`src/rtl/cordic_vectoring.sv`:
```
`timescale 1ns/1ps
// Vectoring-mode CORDIC: (x_in, y_in) -> atan2(y,x) on angle_out and the vector magnitude on mag_out.
// Latency: valid pulses ITER+1 clocks after the accepted start edge (ITER+2 with CORDIC_VEC_GAIN_COMP_EN).
// Backpressure: none; start is sampled only in IDLE/DONE and is ignored while busy (no queuing).
//
// Ports: clk, reset_n (async active-low), start, x_in/y_in (signed Q2.30),
//        angle_out (signed Q3.29 rad), mag_out (unsigned Q2.30), busy, valid.
// Build option: CORDIC_VEC_GAIN_COMP_EN adds a GAIN cycle that scales the magnitude by K=0.60725;
//        without it mag_out is the raw CORDIC x (magnitude*1.64676), saturated to 0xFFFFFFFF.
module cordic_vectoring #(
    parameter int ITER = 16                     // micro-rotations, legal range 8..16
) (
    input  logic        clk,
    input  logic        reset_n,
    input  logic        start,
    input  logic [31:0] x_in,
    input  logic [31:0] y_in,
    output logic [31:0] angle_out,
    output logic [31:0] mag_out,
    output logic        busy,
    output logic        valid
);

    typedef enum logic [1:0] {
        S_IDLE = 2'd0,
        S_ITER = 2'd1,
        S_GAIN = 2'd2,
        S_DONE = 2'd3
    } state_t;

    localparam logic signed [33:0] HALF_PI = 34'sh0_6487ED51;   // pi/2 in Q4.30
    localparam logic        [31:0] K_GAIN  = 32'h26DD3B6A;      // 1/1.64676 in Q2.30

    state_t state, state_nxt;

    logic signed [33:0] x_q, y_q, z_q;
    logic        [3:0]  i_q;
    logic               zero_q;         // (0,0) operand: the angle is forced to 0

    logic               accept;
    logic               last_step;

    logic signed [33:0] x_ext, y_ext;
    logic signed [33:0] x_pre, y_pre, z_pre;
    logic signed [33:0] x_step, y_step, z_step;
    logic signed [33:0] x_shr, y_shr, e_i;

    // arctan(2^-i) in Q2.30
    function automatic logic [31:0] atan_lut(input logic [3:0] idx);
        case (idx)
            4'd0:    atan_lut = 32'h3243F6A9;
            4'd1:    atan_lut = 32'h1DAC6705;
            4'd2:    atan_lut = 32'h0FADBAFD;
            4'd3:    atan_lut = 32'h07F56EA7;
            4'd4:    atan_lut = 32'h03FEAB77;
            4'd5:    atan_lut = 32'h01FFD55C;
            4'd6:    atan_lut = 32'h00FFFAAB;
            4'd7:    atan_lut = 32'h007FFF55;
            4'd8:    atan_lut = 32'h003FFFEB;
            4'd9:    atan_lut = 32'h001FFFFD;
            4'd10:   atan_lut = 32'h00100000;
            4'd11:   atan_lut = 32'h00080000;
            4'd12:   atan_lut = 32'h00040000;
            4'd13:   atan_lut = 32'h00020000;
            4'd14:   atan_lut = 32'h00010000;
            default: atan_lut = 32'h00008000;
        endcase
    endfunction

    // ------------------------------------------------------------------
    // FSM
    // ------------------------------------------------------------------
    always_ff @(posedge clk or negedge reset_n) begin
        if (!reset_n) state <= S_IDLE;
        else          state <= state_nxt;
    end

    always_comb begin
        state_nxt = state;
        accept    = 1'b0;
        busy      = 1'b0;
        last_step = (i_q == 4'(ITER - 1));
        case (state)
            S_IDLE: begin
                if (start) begin
                    accept    = 1'b1;
                    state_nxt = S_ITER;
                end
            end
            S_ITER: begin
                busy = 1'b1;
                if (last_step) begin
`ifdef CORDIC_VEC_GAIN_COMP_EN
                    state_nxt = S_GAIN;
`else
                    state_nxt = S_DONE;
`endif
                end
            end
            S_GAIN: begin
                busy      = 1'b1;
                state_nxt = S_DONE;
            end
            S_DONE: begin
                // back-to-back restart is allowed straight out of DONE
                if (start) begin
                    accept    = 1'b1;
                    state_nxt = S_ITER;
                end else begin
                    state_nxt = S_IDLE;
                end
            end
            default: state_nxt = S_IDLE;
        endcase
    end

    // ------------------------------------------------------------------
    // Operand load with quadrant pre-rotation into the right half-plane.
    // 34-bit width keeps -(-2^31) exact and leaves headroom for the
    // 1.647x CORDIC growth on a sqrt(2)*2 input.
    // ------------------------------------------------------------------
    always_comb begin
        x_ext = {{2{x_in[31]}}, x_in};
        y_ext = {{2{y_in[31]}}, y_in};
        x_pre = x_ext;
        y_pre = y_ext;
        z_pre = '0;
        if (x_in[31] && !y_in[31]) begin
            x_pre = y_ext;
            y_pre = -x_ext;
            z_pre = HALF_PI;
        end else if (x_in[31] && y_in[31]) begin
            x_pre = -y_ext;
            y_pre = x_ext;
            z_pre = -HALF_PI;
        end
    end

    // ------------------------------------------------------------------
    // One micro-rotation: drive y toward 0. x always grows by |y|>>>i,
    // and z accumulates the rotation applied.
    // ------------------------------------------------------------------
    always_comb begin
        x_shr = x_q >>> i_q;
        y_shr = y_q >>> i_q;
        e_i   = $signed({2'b00, atan_lut(i_q)});
        if (y_q[33]) begin
            x_step = x_q - y_shr;
            y_step = y_q + x_shr;
            z_step = z_q - e_i;
        end else begin
            x_step = x_q + y_shr;
            y_step = y_q - x_shr;
            z_step = z_q + e_i;
        end
    end

    // ------------------------------------------------------------------
    // Datapath and output registers
    // ------------------------------------------------------------------
    always_ff @(posedge clk or negedge reset_n) begin
        if (!reset_n) begin
            x_q       <= '0;
            y_q       <= '0;
            z_q       <= '0;
            i_q       <= '0;
            zero_q    <= 1'b0;
            angle_out <= '0;
            mag_out   <= '0;
            valid     <= 1'b0;
        end else begin
            valid <= 1'b0;

            if (state == S_DONE) begin
                valid     <= 1'b1;
                angle_out <= zero_q ? 32'h0 : z_q[32:1];
`ifdef CORDIC_VEC_GAIN_COMP_EN
                mag_out   <= x_q[31:0];
`else
                mag_out   <= (x_q[33:32] != 2'b00) ? 32'hFFFFFFFF : x_q[31:0];
`endif
            end

            if (accept) begin
                x_q    <= x_pre;
                y_q    <= y_pre;
                z_q    <= z_pre;
                i_q    <= '0;
                zero_q <= (x_in == 32'h0) && (y_in == 32'h0);
            end else if (state == S_ITER) begin
                x_q <= x_step;
                y_q <= y_step;
                z_q <= z_step;
                i_q <= i_q + 4'd1;
            end
`ifdef CORDIC_VEC_GAIN_COMP_EN
            else if (state == S_GAIN) begin
                // x is non-negative here; the scaled result is <= 2.83 and fits Q2.30
                x_q <= $signed(34'((66'($unsigned(x_q)) * 66'(K_GAIN)) >> 30));
            end
`endif
        end
    end

endmodule

```
`config.mk`:
```
export PLATFORM = sky130hd
export DESIGN_NAME = cordic_vectoring
export DESIGN_NICKNAME = d
export VERILOG_FILES = /design/src/rtl/cordic_vectoring.sv
export SDC_FILE = /design/constraint.sdc
export NUM_CORES = 1
export LEC_CHECK = 0
export BUFFER_PORTS_ARGS = -buffer_cell sky130_fd_sc_hd__buf_4
export CAP_MARGIN = 10
export CORE_MARGIN = 2
export CORE_UTILIZATION = 45
export DETAILED_ROUTE_END_ITERATION = 10
export GPL_ROUTABILITY_DRIVEN = 0
export PLACE_DENSITY = 0.6
export SETUP_SLACK_MARGIN = 0.5
export SLEW_MARGIN = 20
export SYNTH_ARGS = -nofsm -noshare
export SYNTH_HDL_FRONTEND = slang
export SYNTH_SLANG_ARGS = --single-unit
```
`constraint.sdc`:
```
create_clock -name clk -period 8.8 [get_ports clk]
set_input_delay 2.2 -clock clk [delete_from_list [all_inputs] [get_ports clk]]
set_output_delay 2.2 -clock clk [all_outputs]
set_load 0.05 [all_outputs]
```
==> metrics.md <==
| Metric | Value |
|---|---|
| Outcome | complete, no violations |
| Layout cells sized above 1 | 0.133 |
| Pin count of the biggest net entering global routing | 103 |
| Period minus WS final | approximately 7.1 ns |
| CP top delay family | compound AO/OA/AOI/OAI gates |
| Max FO, Critical Path | 45 |
| Main synth FF type | dfrtp_1 |
| Data arrival, critical path | ~7.5 ns |
| Final WL | 62800 µm |
| Slowest cell delay on critical path | 0.84 ns |
| # IOs | between 100 and 150 |
| Slew headroom | 0.199 |
| Clk_lat worst skew | ~0.48 ns |
| Core Region | 42100 µm² |
| Gr usage total | 0.281 |
| Final #Nets | 2551 |
| HP Class | flip-flop to flip-flop |
| FMAX | 0.140 GHz |
| Post-CTS Resized | 0 |
| TritonCTS clock tree | done |
| Total setup buffers inserted after CTS | 0 |
| CTS root buffer | clkbuf_16 |
| Final Cycle Share | 0.811 |
| Vias in the first global route | 17100 |
| Yosys warning total | 0 |
| 1st-iter DRT viols | between 1500 and 2000 |
| Top cell type's share of synthesized area | 0.224 |
| RSZ-0062 raised after global routing | false |
| Avg Cell Area, Syn | 8.28 µm² |
| CTS Hold Bufs | 0 |
| Unique masters post-synth | 77 |
| DR vias | 18600 |
| Syn nets | 2517 |
| Mapped Cells | approximately 2300 |
| Initial antenna violation count | 0 |
| Post-synthesis async set-or-reset flop share | 1.00 |
| Cell area after synthesis | 19300 µm² |
| Initial Util | 0.458 |
| Slew @ Worst Pin | between 1 and 1.5 ns |
| Clock buffer depth | 2 |
| Commonest non-fill, non-tap cell in the layout | nand2_1 |
| Chip height | 211 µm |
| H-tree levels | 4 |
| DP HPWL | around 48000 µm |
| CP Class | flip-flop to flip-flop |
| Drt pass-1 iters | 5 |
| Final Hold Viols | 0 |
| Worst path most repeated cell | o21ai_0 |
| Seq/Total Area, Yosys | 0.224 |
| Setup TNS | 0 ns |
| Type of destination of the critical path | flip-flop |
| CP cell instances | clkinv_1, nand2_1, a21oi_1, a21oi_1, ha_1, inv_1, nor3b_1, nand2_1, nor2_1, nor2_1, xor2_1, ha_1, o21a_1, a221oi_1, o21ai_0, a221oi_1, o21ai_0, a2111oi_0, o21ai_0, xnor2_1, o21ai_0, a21oi_1 |
| PortBufs | approximately 130 |
| Post-synthesis to final-layout area growth | 9.91% |
| DRC | 0 |
| Max Slew Vio Count | 0 |
| Vias per std cell | 6.39 |
| Synth Register Bits | roughly 170 |
| Antenna Cells | 0 |
| Post-DRT Antenna Nets | 0 |
| Top cells by area, synth | dfrtp_1 (22%), mux4_2 (9.7%), ha_1 (7.5%) |
| Commonest non-fill, non-tap cells in the layout | nand2_1 (231), o21ai_0 (210), a21oi_1 (205) |
| Total grt overflow | 0 |
| Area leader, netlist | dfrtp_1 |
| Cts bufs inserted | 17 |
| Die span in x | 211 µm |
| Worst-path clk slew | 0.07 ns |
| Max-Cap Viols | 0 |
| WP data required | between 9 and 10 ns |
| Routed WL per cell | 21.6 µm |
| Worst Clk Skew | 0.0193 ns |
| Number of synthesized flops with an enable pin | 0 |
| First-pass GRT wire length | 97500 µm |
| CP max-delay cell | dfrtp_4 |
| Final Setup Violations | 0 |
| Clk sinks | 173 |
| Die area | between 40000 and 50000 µm² |
| Worst path bufs/invs | 2 |
| Startpoint types | flip-flop |
| Site Rows | 75 |
kinds of logic after synthesis:
kind of cell | after synthesis | synth area share
AOI/OAI and AO/OA | 769 | 0.252
and+or+nand+nor | 664 | 0.162
buffers and inverters | 227 | 0.0452
xor gates and xnor gates | 205 | 0.0930
muxes | 176 | 0.146
DFF | 173 | 0.224
adders and majority gates | 118 | 0.0776
through the flow:
stage | utilization | setup slack, ns | std cells | hold slack [ns] | area (µm²)
floorplan | - | 2.33 | 2332 | 0.468 | 19300
global placement | 0.490 | 2.01 | 2886 | 0.482 | 20700
detailed placement | 0.490 | 1.84 | 2886 | 0.489 | 20700
CTS | 0.504 | 1.80 | 2915 | 0.504 | 21200
global route | 0.504 | 0.764 | 2915 | 0.517 | 21200
finish | 0.504 | 1.66 | 2915 | 0.496 | 21200
final cells by class:
| cell class | count | area [µm²] |
|---|---|---|
| fill | 4044 | 20900 |
| inverter | 86 | 323 |
| sequential | 173 | 4340 |
| clock buffer | 17 | 425 |
| clock inverter | 12 | 139 |
| timing repair buffer | 156 | 1180 |
| multi-input combinational | 1932 | 14100 |
| tap | 539 | 674 |
layer usage:
metal,share of wire,track usage,wire [µm]
met1,0.47,0.434,29500
met5,0,0,0
met4,0.015,0.0697,940
met2,0.41,0.397,26000
met3,0.10,0.0571,6380
worst paths after layout:
check	from	end	slack, ns	cells after the start
max	i_q[0]	y_q[30]	1.66	22
min	mag_out[9]	mag_out[9]	0.50	1
max reg2reg	i_q[0]	y_q[30]	1.66	22
min reg2reg	mag_out[9]	mag_out[9]	0.50	1
max in group asynchronous	reset_n	i_q[0]	5.40	2
min in group asynchronous	reset_n	angle_out[3]	1.81	1
synthesized netlist by cell type, drive strengths merged (11+ instances only):
cell type,instances
nor3,45
a221oi,16
xnor2,122
buf,53
o221ai,14
or3,27
nor2,166
a21o,55
nor2b,20
ha,115
nand3,46
xor2,83
inv,84
a31oi,36
nand4,13
clkbuf,88
nor4,22
mux4,83
o22ai,11
mux2,18
nand2,233
mux2i,75
o31ai,16
o21ai,210
a211oi,22
and3,18
o21bai,18
dfrtp,173
o211ai,37
a21oi,205
nand2b,24
o21a,23
o22a,36
flip-flops by register name (all words and copies together), names as in the netlist:
register	count
angle_out	32
i_q	4
mag_out	32
state	2
valid	1
x_q	34
y_q	34
z_q	33
zero_q	1
worst reg2reg max path, cell delays in order, from the launching register on:
cell and delay [ns]:
dfrtp_4 0.84, clkinv_1 0.80, nand2_1 0.33, a21oi_1 0.09, a21oi_1 0.23, ha_1 0.21
inv_1 0.06, nor3b_1 0.47, nand2_1 0.26, nor2_1 0.27, nor2_1 0.08, xor2_1 0.20
ha_1 0.36, o21a_1 0.21, a221oi_1 0.39, o21ai_0 0.31, a221oi_1 0.53, o21ai_0 0.29
a2111oi_0 0.43, o21ai_0 0.23, xnor2_1 0.17, o21ai_0 0.15, a21oi_1 0.10
Power is not shown: default switching activity piles up to over one toggle a cycle in this logic, so the estimate is an artifact.
